===== config.mk =====
export PLATFORM = sky130hd
export DESIGN_NAME = alu_16bit_stim_gen
export DESIGN_NICKNAME = d
export VERILOG_FILES = /design/src/rtl/alu_16bit_stim_gen.sv
export SDC_FILE = /design/constraint.sdc
export NUM_CORES = 1
export LEC_CHECK = 0
export CORE_UTILIZATION = 55
export DETAILED_ROUTE_END_ITERATION = 8
export PLACE_DENSITY = 0.79
export SYNTH_ARGS = -nofsm -noshare
export SYNTH_HDL_FRONTEND = slang
export SYNTH_SLANG_ARGS = --single-unit

===== constraint.sdc =====
create_clock -name clk -period 2.3 [get_ports clk]
set_input_delay 0.345 -clock clk [delete_from_list [all_inputs] [get_ports clk]]
set_output_delay 0.345 -clock clk [all_outputs]
set_load 0.01 [all_outputs]

===== src/rtl/alu_16bit_stim_gen.sv =====
// Stimulus sequencer for the 16-bit ALU: LFSR-driven random vectors per opcode, then a fixed
// edge-case table, presented over a valid/ready handshake.
module alu_16bit_stim_gen #(
   parameter int unsigned SAMPLES_PER_OP = 512,
   parameter logic [31:0] SEED           = 32'h0000_007B
) (
   input  logic        clk,
   input  logic        rst_n,
   input  logic        start,
   input  logic        ready,
   output logic [15:0] A,
   output logic [15:0] B,
   output logic [1:0]  op,
   output logic        valid,
   output logic        busy,
   output logic        done,
   output logic [11:0] vec_count
);

   localparam logic [31:0] Taps       = 32'h8020_0003;
   localparam logic [31:0] SeedEff    = (SEED == 32'd0) ? 32'd1 : SEED;
   localparam logic [9:0]  LastSample = 10'(SAMPLES_PER_OP - 1);
   localparam logic [2:0]  LastEdge   = 3'd5;

   typedef enum logic [1:0] {StIdle, StRandom, StEdge, StDone} state_e;

   state_e      state_q, state_d;
   logic [31:0] lfsr_q, lfsr_d;
   logic [15:0] a_q, a_d;
   logic [15:0] b_q, b_d;
   logic [1:0]  op_q, op_d;
   logic [9:0]  sample_q, sample_d;
   logic [2:0]  edge_q, edge_d;
   logic [11:0] count_q, count_d;
   logic [31:0] lfsr_next;
   logic [33:0] edge_vec;
   logic [2:0]  edge_sel;

   function automatic logic [31:0] lfsr_step(input logic [31:0] s);
      return s[0] ? ((s >> 1) ^ Taps) : (s >> 1);
   endfunction

   // {A, B, op} for each entry of the fixed edge-case table
   function automatic logic [33:0] edge_entry(input logic [2:0] idx);
      logic [33:0] v;
      case (idx)
         3'd0:    v = {16'hFFFF, 16'hFFFF, 2'b00};
         3'd1:    v = {16'h0000, 16'h0000, 2'b00};
         3'd2:    v = {16'hFFFF, 16'h0001, 2'b01};
         3'd3:    v = {16'hAAAA, 16'h5555, 2'b10};
         3'd4:    v = {16'hAAAA, 16'h5555, 2'b11};
         3'd5:    v = {16'h8000, 16'h8000, 2'b00};
         default: v = '0;
      endcase
      return v;
   endfunction

   assign lfsr_next = lfsr_step(lfsr_q);

   always_comb begin
      edge_sel = 3'd0;
      if (state_q == StEdge) begin
         edge_sel = edge_q + 3'd1;
      end
   end

   assign edge_vec = edge_entry(edge_sel);

   always_comb begin
      state_d  = state_q;
      lfsr_d   = lfsr_q;
      a_d      = a_q;
      b_d      = b_q;
      op_d     = op_q;
      sample_d = sample_q;
      edge_d   = edge_q;
      count_d  = count_q;

      unique case (state_q)
         StIdle, StDone: begin
            if (start) begin
               state_d  = StRandom;
               lfsr_d   = SeedEff;
               a_d      = SeedEff[31:16];
               b_d      = SeedEff[15:0];
               op_d     = 2'd0;
               sample_d = 10'd0;
               edge_d   = 3'd0;
               count_d  = 12'd0;
            end
         end

         StRandom: begin
            if (ready) begin
               count_d = count_q + 12'd1;
               lfsr_d  = lfsr_next;
               a_d     = lfsr_next[31:16];
               b_d     = lfsr_next[15:0];
               if (sample_q == LastSample) begin
                  sample_d = 10'd0;
                  if (op_q == 2'd3) begin
                     // Last random sample accepted: switch to the edge table, entry 0
                     state_d            = StEdge;
                     edge_d             = 3'd0;
                     {a_d, b_d, op_d}   = edge_vec;
                  end else begin
                     op_d = op_q + 2'd1;
                  end
               end else begin
                  sample_d = sample_q + 10'd1;
               end
            end
         end

         StEdge: begin
            if (ready) begin
               count_d = count_q + 12'd1;
               if (edge_q == LastEdge) begin
                  // A/B/op intentionally keep the final edge vector
                  state_d = StDone;
               end else begin
                  edge_d           = edge_q + 3'd1;
                  {a_d, b_d, op_d} = edge_vec;
               end
            end
         end

         default: state_d = StIdle;
      endcase
   end

   always_ff @(posedge clk) begin
      if (!rst_n) begin
         state_q  <= StIdle;
         lfsr_q   <= SeedEff;
         a_q      <= 16'd0;
         b_q      <= 16'd0;
         op_q     <= 2'd0;
         sample_q <= 10'd0;
         edge_q   <= 3'd0;
         count_q  <= 12'd0;
      end else begin
         state_q  <= state_d;
         lfsr_q   <= lfsr_d;
         a_q      <= a_d;
         b_q      <= b_d;
         op_q     <= op_d;
         sample_q <= sample_d;
         edge_q   <= edge_d;
         count_q  <= count_d;
      end
   end

   assign A         = a_q;
   assign B         = b_q;
   assign op        = op_q;
   assign valid     = (state_q == StRandom) || (state_q == StEdge);
   assign busy      = valid;
   assign done      = (state_q == StDone);
   assign vec_count = count_q;

endmodule


==> results.md <==
- Std-Cell Rows: 31
- Area delta synth->final: 18.9%
- Synth Flop Type: dfxtp_1
- Via density: 5.88
- Register area share after synthesis: 43.2%
- Tcrit/Tclk final: 95.8%
- Final Hold Viols: 0
- Final core utilization: 69.2%
- Final Worst Setup Slack: 0.0972 ns
- Post-Syn Area: 4310 um2
- Slowest stage delay, CP: 0.55 ns
- Grt ovf: 0
- CTS tree: done
- Die Area: 8200 um2
- PortBufs: 52
- Number of max-slew violations in the final report: 0
- CP endpoint kind: output port
- Antenna diodes: 0
- DR iter-0 viols: 317
- Final setup fails: 0
- Clk sinks: 93
- Worst slew margin: 56.9%
- Static Leak: 1.83 nW
- Internal Power: 2.97 mW
- GR Util met1: 34.1%
- Cells after synthesis: 513
- Setup Skew: 0.00730 ns
- Routed Antenna Nets: 0
- Initial antenna violation count: 0
- Status: finished clean
- CTS Root Cell: clkbuf_8
- Setup TNS: 0 ns
- Pwr Density: 972 nW/um2
- Vias in the first global route: 3,486
- Peak VDD IR: 0.000967 V
- Worst-margin pin slew: 0.634 ns
- GR Util met3: 5.89%
- Average size of a mapped cell: 8.41 um2
- Met2 usage in global routing: 40.8%
- Router iterations before antenna repair: 5
- Crit path launch type: flop
- Pin count of the biggest net entering global routing: 36
- Crit path cell chain: inv_1 -> ha_2 -> inv_2 -> clkdlybuf4s50_1
- Fmax: 0.454 GHz
- CP top delay family: buffers and inverters
- Total of max-cap violations: 0
- Share of layout cells above drive strength 1: 9.41%
- Core Box Area: 7410 um2
- DRC: 0
- Ports: 53
- Initial Util: 58.2%
- CP required: 1.96 ns
- Ys async rst share: 0%
- Fin crit period: 2.20 ns
- Flops & latches, synth: 93
- Ys Warns: 0
- CP arrival: 1.86 ns
- Synthesized net count: 526
- First-pass GRT wire length: 16,900 um
- H-tree depth: 3
- Chip height: 90.6 um
- Post-synth EDFFs: 0
- Hold buffers post-CTS: 0
- Critical path type: flop to output port
- Switching share of total power: 40.3%
- GP Congestion: 0.928
- Setup bufs post-CTS: 0
- Bufs and invs on worst path: 3
- Final nets: 571
- Hpwl dp: 7050 um
- Hold Crit Class: flop to flop
- Bufs on Longest Clock Path: 2
- Post-CTS Resized: 2
- Synth cell types: 58
- GRT busiest layer: met2
- Combinational Power Share: 41.1%
- RSZ-0062 raised after global routing: false
- Net Sw Power: 2.01 mW
- Cts bufs inserted: 9
- Overall routed net length: 9910 um
- Chip Width: 90.6 um
- Worst-Skew Late Latency: 0.36 ns
- CP max-delay cell: clkdlybuf4s50_1
- Critical path peak fanout: 11
- Clock network fraction of design power: 21.1%
- GRT Overall Usage: 25.4%
- Setup WS pre-CTS: 0.0961 ns
- WL/cell: 15.0 um
- Vias: 3,891
- Seq pwr share: 37.8%
- Clk slew on worst S/H paths: 0.09 ns
==> metrics by stage <==
step | hold WS, ns | total power, mW | std cells | area (um2)
2_1_floorplan | 0.440 | 3.31 | 513 | 4310
3_3_place_gp | 0.451 | 3.89 | 646 | 4930
3_5_place_dp | 0.455 | 3.92 | 646 | 4930
4_1_cts | 0.471 | 4.99 | 662 | 5130
5_1_grt | 0.497 | 5.28 | 662 | 5130
6_report | 0.476 | 4.98 | 662 | 5130
==> registers in the layout, summed over array words and instances, names as in the netlist <==
register,count
lfsr_q,32
A,16
B,16
vec_count,12
sample_q,10
edge_q,3
op,2
state_q,2
==> area by class of cell <==
class | instances | area (um2)
well taps | 99 | 124
inverters | 8 | 30.0
multi-input cells | 376 | 2250
clock inverters | 5 | 40.0
flip-flops and latches | 93 | 1860
fillers | 586 | 2280
repair buffers | 70 | 668
clock buffers | 11 | 151
==> worst register-to-register path, cell delays in order, from the launching register on <==
cell and delay (ns):
dfxtp_1 0.39, inv_1 0.08, ha_1 0.27, o21bai_1 0.39
nand3_2 0.26, nor4_1 0.37, buf_4 0.18, a21oi_1 0.05
==> cell usage after synthesis, types with 2 or more instances <==
library cell | n | area (um2)
inv_1 | 8 | 30.0
xnor2_1 | 9 | 78.8
nand3b_1 | 2 | 15.0
and4_1 | 3 | 26.3
nand2_1 | 77 | 289
mux2i_1 | 15 | 150
dfxtp_1 | 93 | 1860
nand3_1 | 69 | 345
nor3_1 | 3 | 15.0
o211ai_1 | 5 | 37.5
xor2_1 | 6 | 52.6
a21oi_1 | 39 | 195
and3_1 | 4 | 25.0
buf_1 | 4 | 15.0
buf_2 | 19 | 95.1
or4_1 | 4 | 30.0
nor2_1 | 30 | 113
nand4_1 | 8 | 50.1
nand2b_1 | 7 | 43.8
a31o_2 | 2 | 17.5
a211oi_1 | 4 | 30.0
a31oi_1 | 10 | 62.6
nor2b_1 | 3 | 18.8
buf_4 | 2 | 15.0
nor4_1 | 2 | 12.5
ha_1 | 9 | 113
or3_1 | 4 | 25.0
clkbuf_1 | 10 | 37.5
o21ai_1 | 2 | 10.0
o22ai_1 | 8 | 50.1
o41ai_1 | 3 | 26.3
mux2_2 | 2 | 22.5
nor4_4 | 2 | 42.5
nand3_2 | 2 | 20.0
o21ai_2 | 2 | 17.5
nor4b_1 | 2 | 17.5
o21ai_0 | 18 | 90.1
==> cell families after synthesis <==
kind of cell / count (synthesis) / share of synthesized area, %
adder cells (fa/ha/maj): 9 / 2.61
AND/OR/NAND/NOR: 231 / 27.4
buffers and inverters: 44 / 4.73
flip-flops: 93 / 43.2
AO/OA/AOI/OAI: 102 / 14.2
XOR/XNOR: 16 / 3.60
multiplexers: 18 / 4.32
==> cells in the final DEF (no fill, tap or decap), drive strengths merged, types with 4 or more instances in the layout <==
cell,netlist,final
o211ai,5,5
a31oi,10,10
or3,4,4
dfxtp,93,93
clkdlybuf4s50,0,52
or4,4,4
xor2,6,6
xnor2,9,9
and3,4,4
inv,8,10
nor4,4,4
mux2i,16,16
o21ai,22,22
a21oi,39,39
nor2,31,31
o22ai,8,8
buf,26,18
nand4,8,8
clkbuf,10,11
a211oi,4,4
nor3,5,5
nand2,77,77
nand3,71,71
ha,9,9
nand2b,7,7
==> per-layer routing <==
metal | vias to the layer above | wire length (um)
met5 | - | 0
met4 | 0 | 107
met3 | 10 | 522
met2 | 124 | 4580
met1 | 1833 | 4700
li1 | 1924 | -
==> power groups by stage <==
stage	clock [mW]	combinational [mW]	sequential, mW
after floorplan	0	1.40	1.91
after global placement	0	1.98	1.91
after detailed placement	0	2.01	1.91
after CTS	1.07	2.04	1.88
after global routing	1.14	2.24	1.90
final	1.05	2.05	1.89
==> worst paths after layout <==
kind / cells past startpoint / slack [ns] / from / to
hold reg to reg: 2 / 0.48 / B[10] / B[10]
setup reg to reg: 7 / 0.22 / state_q[1] / B[1]
setup / recovery: 4 / 0.1 / state_q[0] / valid
hold / removal: 2 / 0.48 / B[10] / B[10]
Power figures use the tool's default switching activity.
==> patch: new RTL, same settings <==
Encoding of `state_e`: now one-hot (4 bits for 4 states).
--- a/src/rtl/alu_16bit_stim_gen.sv
+++ b/src/rtl/alu_16bit_stim_gen.sv
@@ -24,3 +24,3 @@
 
-   typedef enum logic [1:0] {StIdle, StRandom, StEdge, StDone} state_e;
+   typedef enum logic [3:0] {StIdle = 4'b0001, StRandom = 4'b0010, StEdge = 4'b0100, StDone = 4'b1000} state_e;
 
Function: same outputs for any inputs over 10 cycles, from zero or initial values and one cycle with rst_n low; not proved beyond that.
==> patch against the original RTL <==
  * Final area increased by 4.5%
  * Sequential cell count rose by 2
  * Count of clock-buffer cells in the layout stayed put
  * Via count rose by 2.2%
  * Clock skew grew 0.0072 ns
  * Sequential share of layout area down 0.76 points
  * Setup slack improved by 0.023 ns
  * Wire length increased by 1.5%
  * Area after synthesis up 0.55%
  * Largest cell class unchanged
  * Highest routed layer unchanged
Power is not compared: it rests on default switching activity, and its combinational part moved more than twofold at a synthesized area within 25%.
==> patch: results (changes against the original RTL) <==
place_area_sq_um: 5140  # +4.3%
clk_latency_ns: 0.37
top_register: "lfsr_q"
relSlewSlack: 0.617  # +0.0477
nNetsFinal: 588  # +3.0%
port_buffers: 52  # unchanged
synthTopCellsByCount: "dfxtp_1 (95), nand2_1 (72), a21oi_1 (70)"
final_cells: 686  # +3.6%
worst_ir_drop_vdd_mv: 0.426
status: "complete, no violations"
post-place-ws_ns: -0.148  # -0.244 ns
drive_above_1_share: 0.125  # +0.0309
track_usage: 0.251  # -0.00311
grt_pass1_vias: 3657  # +4.9%
hp-class: "reg2reg"
clkTransAtPathRegs_ns: 0.09  # about the same
clock_skew_ns: 0.0145  # +0.00718 ns
n_antenna_cell: 0  # unchanged
clockRootBuffer: "clkbuf_8"
dp_cells: 670  # +3.7%
via_per_inst: 5.80  # -1.4%
numCtsBuffers: 9  # unchanged
cp_data_arrival_time_ns: 1.84  # -0.02 ns
synth.area.top_cells: "dfxtp_1 (44%), a21oi_1 (8.1%), nand2_1 (6.2%)"
synthesis.nets: 531  # +0.95%
grt_max_degree: 47  # +31%
drt_iter0_drc: 177  # -44%
fin_crit_sh: 0.948  # -0.00981
synth_top_family_by_area: "simple AND/OR/NAND/NOR gates"
cp_max_fo: 8  # -3
postCtsSetupBuffers: 0  # unchanged
muxShareOfSynthArea: 0.00260  # -0.0406
slowest_stage: "clkdlybuf4s50_1"
drtPass1Iterations: 5  # unchanged
antenna_found_initial: 0  # unchanged
slowest_delay_ns: 0.60  # +0.05 ns
cts_htree_levels: 3  # unchanged
synth_edf_count: 0  # unchanged
dp_hpwl_mm: 6.71  # -4.7%
place_congestion: 0.895  # -3.5%
r2r_slack_ns: 0.22  # about the same
cpLargestDelayFamily: "buffers and inverters"
yosysWarningCount: 0  # unchanged
grt_pass1_wl_mm: 16.9  # +0.16%
synth_area_per_cell_sq_um: 8.31  # -1.2%
synth-adder-area-share: 0.0144  # -0.0117
async_flop_share: 0  # unchanged
p_leak_nw: 1.79
wire_per_inst_microns: 14.7  # -2.1%
synth_xor_area_frac: 0.0424  # +0.00644
yosys.cell_types.count: 64  # +10%
largest_reg_flops: 32  # unchanged
timing.hold.ws_ns: 0.466  # -0.00942 ns
fillers: 621  # +6.0%
ys_seq_area_frac: 0.438  # +0.00686
synth_compound_area_frac: 0.222  # +0.0797
clk_path_buf_depth: 2  # unchanged
==> patch: metal layers <==
| layer | vias up | global-route usage | wire [microns] |
|---|---|---|---|
| met1 | 1875 | 0.325 | 4620 |
| met2 | 113 | 0.420 | 4810 |
| met5 | - | 0 | 0 |
| li1 | 1971 | - | - |
| met3 | 18 | 0.0429 | 452 |
| met4 | 0 | 0.0873 | 179 |
==> patch: final timing paths <==
kind | start | to | cells after the start
min reg2reg | lfsr_q[22] | lfsr_q[22] | 2
max reg2reg | edge_q[0] | A[15] | 7
max | state_q[1] | done | 3
min | lfsr_q[22] | lfsr_q[22] | 2
==> patch: kinds of logic after synthesis <==
logic type | Yosys count
adder cells (fa/ha/maj) | 5
AO/OA/AOI/OAI | 159
flip-flops | 95
XOR/XNOR | 21
buffers and inverters | 50
AND/OR/NAND/NOR | 191
multiplexers | 1
==> patch: area by class of cell <==
class	count	area (sq um)	area share
clock buffers	11	131	0.0245
clock inverters	5	66.3	0.0124
well taps	102	128	0.0238
multi-input cells	377	2210	0.413
flip-flops and latches	95	1910	0.356
inverters	6	22.5	0.00420
repair buffers	90	893	0.167
==> patch: timing repair <==
item,CTS,global route
endpoints found under the setup margin,3,2
gates resized for setup,2,3
endpoints found under the hold margin,0,0
==> patch: report_power, final <==
part | leakage, nW | internal (mW) | switching [mW]
logic | 0.920 | 0.337 | 0.371
clock network | 0.0956 | 0.516 | 0.605
registers | 0.773 | 1.73 | 0.0548
total | 1.79 | 2.58 | 1.03
==> patch: tightest hold or removal path, stage by stage, from the launching register on <==
cell and delay [ns]:
dfxtp_1 0.32, nand2_1 0.05, a21oi_1 0.05
